### config.mk
export PLATFORM = sky130hd
export DESIGN_NAME = coin_feeder_flat
export DESIGN_NICKNAME = d
export VERILOG_FILES = /design/src/rtl/coin_feeder_if.sv /design/src/rtl/coin_feeder.sv /design/src/flat_wrapper.sv
export SDC_FILE = /design/constraint.sdc
export NUM_CORES = 1
export LEC_CHECK = 0
export ABC_AREA = 0
export BUFFER_PORTS_ARGS = -buffer_cell sky130_fd_sc_hd__buf_2
export CAP_MARGIN = 20
export CORE_MARGIN = 1.5
export CORE_UTILIZATION = 60
export CTS_BUF_LIST = sky130_fd_sc_hd__clkbuf_8
export DETAILED_ROUTE_END_ITERATION = 7
export MAX_ROUTING_LAYER = met4
export PLACE_DENSITY = 0.88
export SLEW_MARGIN = 5
export SYNTH_ARGS = -nofsm -noshare
export SYNTH_HDL_FRONTEND = slang
export SYNTH_SLANG_ARGS = --single-unit
### constraint.sdc
create_clock -name clk -period 3.2 [get_ports clk]
set_input_delay 0.32 -clock clk [delete_from_list [all_inputs] [get_ports clk]]
set_output_delay 0.32 -clock clk [all_outputs]
set_load 0.01 [all_outputs]
### src/rtl/coin_feeder_if.sv
// rtl/coin_feeder_if.sv - coin interface bundle between the test controller, coin feeder and vending FSM
interface coin_feeder_if #(
    parameter int AMOUNT_W = 6
);
    logic                start;
    logic [AMOUNT_W-1:0] amount;
    logic                prefer_five;
    logic                coffee;
    logic [1:0]          coins;
    logic                busy;
    logic                done;
    logic [AMOUNT_W-1:0] coffees;

    modport master (
        output start, amount, prefer_five, coffee,
        input  coins, busy, done, coffees
    );

    modport slave (
        input  start, amount, prefer_five, coffee,
        output coins, busy, done, coffees
    );
endinterface

### src/rtl/coin_feeder.sv
// rtl/coin_feeder.sv - drives the 2-bit coin bus for a payment amount and counts coffee pulses
module coin_feeder #(
    parameter int AMOUNT_W   = 6,
    parameter int GAP_CYCLES = 1
) (
    input  logic          clk,
    input  logic          reset,
    coin_feeder_if.slave  bus
);
    localparam logic [1:0] S_IDLE = 2'd0;
    localparam logic [1:0] S_SEND = 2'd1;
    localparam logic [1:0] S_GAP  = 2'd2;
    localparam logic [1:0] S_DONE = 2'd3;

    localparam int GW = (GAP_CYCLES > 1) ? $clog2(GAP_CYCLES) : 1;
    localparam logic [GW-1:0] GAP_LOAD = GW'((GAP_CYCLES > 0) ? GAP_CYCLES - 1 : 0);

    logic [1:0]          state;
    logic [AMOUNT_W-1:0] remaining;
    logic                mode;
    logic [GW-1:0]       gap_cnt;
    logic [AMOUNT_W-1:0] coffees;

    logic                send_ten;
    logic [AMOUNT_W-1:0] rem_next;

    // Coin choice depends only on registered state so the vending FSM's
    // Mealy coffee output can never close a loop back into coins.
    assign send_ten = !mode && (remaining >= AMOUNT_W'(2));
    assign rem_next = remaining - (send_ten ? AMOUNT_W'(2) : AMOUNT_W'(1));

    assign bus.coins   = (state == S_SEND) ? (send_ten ? 2'b01 : 2'b10) : 2'b00;
    assign bus.busy    = (state == S_SEND) || (state == S_GAP);
    assign bus.done    = (state == S_DONE);
    assign bus.coffees = coffees;

    always_ff @(posedge clk or posedge reset) begin
        if (reset) begin
            state     <= S_IDLE;
            remaining <= '0;
            mode      <= 1'b0;
            gap_cnt   <= '0;
            coffees   <= '0;
        end else begin
            case (state)
                S_IDLE: begin
                    if (bus.start) begin
                        coffees <= '0;
                        if (bus.amount != '0) begin
                            remaining <= bus.amount;
                            mode      <= bus.prefer_five;
                            state     <= S_SEND;
                        end else begin
                            state <= S_DONE;
                        end
                    end
                end
                S_SEND: begin
                    remaining <= rem_next;
                    if (bus.coffee) begin
                        coffees <= coffees + AMOUNT_W'(1);
                    end
                    if (rem_next == '0) begin
                        state <= S_DONE;
                    end else if (GAP_CYCLES > 0) begin
                        state   <= S_GAP;
                        gap_cnt <= GAP_LOAD;
                    end
                end
                S_GAP: begin
                    if (gap_cnt == '0) begin
                        state <= S_SEND;
                    end else begin
                        gap_cnt <= gap_cnt - GW'(1);
                    end
                end
                S_DONE: begin
                    state <= S_IDLE;
                end
                default: begin
                    state <= S_IDLE;
                end
            endcase
        end
    end
endmodule
### src/flat_wrapper.sv
// flat-port wrapper written by rule: the top's interface ports become plain ports
module coin_feeder_flat 
#(
    parameter int AMOUNT_W   = 6,
    parameter int GAP_CYCLES = 1
)
  (clk, reset, bus_start, bus_amount, bus_prefer_five, bus_coffee, bus_coins, bus_busy, bus_done, bus_coffees);
  coin_feeder_if #(.AMOUNT_W(AMOUNT_W)) bus_i ();
  input  logic clk;
  input  logic reset;
  input wire logic [$bits(bus_i.start)-1:0] bus_start;
  input wire logic [$bits(bus_i.amount)-1:0] bus_amount;
  input wire logic [$bits(bus_i.prefer_five)-1:0] bus_prefer_five;
  input wire logic [$bits(bus_i.coffee)-1:0] bus_coffee;
  output wire logic [$bits(bus_i.coins)-1:0] bus_coins;
  output wire logic [$bits(bus_i.busy)-1:0] bus_busy;
  output wire logic [$bits(bus_i.done)-1:0] bus_done;
  output wire logic [$bits(bus_i.coffees)-1:0] bus_coffees;
  assign bus_i.start = bus_start;
  assign bus_i.amount = bus_amount;
  assign bus_i.prefer_five = bus_prefer_five;
  assign bus_i.coffee = bus_coffee;
  assign bus_coins = bus_i.coins;
  assign bus_busy = bus_i.busy;
  assign bus_done = bus_i.done;
  assign bus_coffees = bus_i.coffees;
  coin_feeder #(.AMOUNT_W(AMOUNT_W), .GAP_CYCLES(GAP_CYCLES)) u_core (.clk(clk), .reset(reset), .bus(bus_i));
endmodule
==> qor.csv <==
metric,value,unit
diodes,0,
io_pins,21,
drv_slew,0,
p_leak,0.000560,uW
place_hpwl,1.60,mm
synth_nets,128,
die_w,44.0,microns
period_needed,2.38,ns
antenna_left,0,
clkPwrFrac,13.2,%
path_class,reg2reg,
crit_fanout,5,
ys_seq_elements,15,
synth_area_per_cell,9.16,sq um
drt-initial-drc-count,21,
initial_utilization,65.3,%
yosysMostFrequentCell,dfrtp_1,
die_area,1930,sq um
cts_tree,done,
htreeDepth,1,
vias_per_cell,6.01,
r2r_end,u_core.remaining[5]$_DFFE_PP0P_,
vias,884,
max_freq,0.421,GHz
core_area,1540,sq um
hold_class,in2async,
clock_latency,0.25,ns
cts_setup_buffers,0,
crit_path_start_kind,flip-flop,
root_buffer,clkbuf_8,
finalClockSkew,0.00436,ns
yosysSeqAreaShare,37.3,%
portBuffers,20,
worstReg2RegStart,u_core.remaining[5]$_DFFE_PP0P_,
power_density,1010,nW/um^2
tightest_slew,0.720,ns
top_usage_layer,met2,
grt_setup_unrepaired,no,
p_comb_share,57.3,%
power_frac_seq,29.5,%
overflow,0,
grt_max_degree,23,
grt_pass1_vias,842,
critPathCaptureType,flip-flop,
final_nets,150,
die_y,44.0,microns
relSlewSlack,52.0,%
placementRows,14,
cts_hold_buf,0,
ys_top_cells_by_area,"dfrtp_1 37%, ha_1 8.7%, nand2_1 4.8%",
antenna_found_initial,0,
grt_use_met3,4.58,%
gp_congestion,0.905,
r2r_cells,8,
cts_buffers,3,
synth_warnings,0,
wire_per_inst,14.4,microns
synth_cell_types,38,
ir_drop,0.591,mV
max_cap_violations,0,
tns,0,ns
rrSetupSlack,0.82,ns
synth_edf_count,0,
p_int,643,uW
syn_area,1010,sq um
sw_frac_of_total,44.8,%
cts.path.max_buffers,2,
ff_latch_area,375,sq um
ys.flop_type,dfrtp_1,
wl,2.12,mm
netlist_instances,110,
grtUsageMet2,43.5,%
yosys.area.top_type,dfrtp_1,
syn_to_final_growth,14.5,%
finalSetupViolCount,0,
path_clk_slew,0.06,ns
grt_pass1_wl,3.55,mm
hold_viol,0,
required,3.36,ns
p_total,1160,uW
drc_errors,0,
fill_cells,120,
cp.arrival,2.54,ns
dr.pass1.iters,4,
synthDominantCellAreaShare,37.3,%
p_sw,522,uW
ys_top_cells_by_count,"15 x dfrtp_1, 13 x nand2_1, 9 x nor2_1",
cts_resized,0,
final.period_utilization,74.3,%
grt_use_total,25.6,%
drive_gt1_share,24.4,%
async_reset_ff_share,100,%
gr-usage-met1,28.7,%
multi_input_area,587,sq um
clock_sinks,15,
status,finished clean,
[layout by cell type, fill, tap and decap left out, drive strengths merged, types with 2 or more instances in the layout]
cell / n
and2: 2
nor3: 2
nand2: 13
mux2: 2
buf: 20
nand2b: 2
nor2b: 3
o211ai: 2
ha: 7
nor2: 9
clkbuf: 3
inv: 8
o22a: 3
nand3: 3
o31ai: 2
a21oi: 7
dfrtp: 15
or4: 3
xor2: 3
o21ai: 8
[cell type report]
cell class,count,share of cell area (%)
multi-input cells,85,50.9
flip-flops and latches,15,32.5
repair buffers,20,8.68
clock buffers,3,3.58
inverters,7,2.28
well taps,16,1.74
clock inverters,1,0.325
[critical path, stage by stage (launching register included)]
cell	delay [ns]
dfrtp_1	0.42
nor3_1	0.08
a21oi_1	0.23
inv_1	0.12
ha_1	0.34
nor2b_4	0.15
or4_4	0.44
o32a_1	0.34
o211ai_1	0.18
[power by group through the flow]
stage	Clock [uW]	Sequential, uW	Combinational (uW)
after floorplan	0	331	535
after global placement	0	337	632
after detailed placement	0	346	660
after CTS	154	342	666
after global routing	160	355	745
final	154	344	667
[registers in the layout, summed over array words and instances (netlist names)]
name                cells
u_core.remaining        6
u_core.mode             1
u_core.state            2
u_core.bus.coffees      6
[cells by family (layout without fill, tap and decap cells)]
logic type | count (synthesis) | after routing | synth area share, %
simple gates | 43 | 43 | 22.6
compound gates | 28 | 28 | 20.2
flops | 15 | 15 | 37.3
buf+inv | 10 | 31 | 4.47
fa+ha+maj | 7 | 7 | 8.70
xor+xnor | 4 | 4 | 3.48
mux | 3 | 3 | 3.23
[through the flow]
step | utilization (%) | instance area [sq um] | worst slack, ns | hold slack [ns] | std cells
after global routing | 74.8 | 1150 | 0.674 | 0.193 | 147
after global placement | 71.9 | 1110 | 0.983 | 0.405 | 143
after floorplan | - | 1010 | 1.04 | 0.221 | 110
after detailed placement | 71.9 | 1110 | 0.834 | 0.411 | 143
final | 74.8 | 1150 | 0.824 | 0.119 | 147
after CTS | 74.8 | 1150 | 0.826 | 0.139 | 147
[worst max-delay path by stage]
| stage | start | endpoint | slack (ns) | depth (start not counted) |
|---|---|---|---|---|
| 6_report | u_core.remaining[5]$_DFFE_PP0P_ | u_core.remaining[5]$_DFFE_PP0P_ | 0.82 | 8 |
| 5_1_grt | u_core.remaining[5]$_DFFE_PP0P_ | u_core.remaining[5]$_DFFE_PP0P_ | 0.67 | 8 |
| 4_1_cts | u_core.remaining[5]$_DFFE_PP0P_ | u_core.remaining[5]$_DFFE_PP0P_ | 0.83 | 8 |
| 3_3_place_gp | u_core.remaining[5]$_DFFE_PP0P_ | u_core.remaining[5]$_DFFE_PP0P_ | 0.98 | 8 |
| 3_5_place_dp | u_core.remaining[5]$_DFFE_PP0P_ | u_core.remaining[5]$_DFFE_PP0P_ | 0.83 | 8 |
| 2_1_floorplan | u_core.remaining[5]$_DFFE_PP0P_ | u_core.remaining[5]$_DFFE_PP0P_ | 1.04 | 8 |
[per-layer routing]
metal	vias to the layer above	wire length, microns
met5	-	0
met4	0	24
met3	4	80
met2	27	1090
met1	417	924
li1	436	-
(Power assumes the default switching activity.)
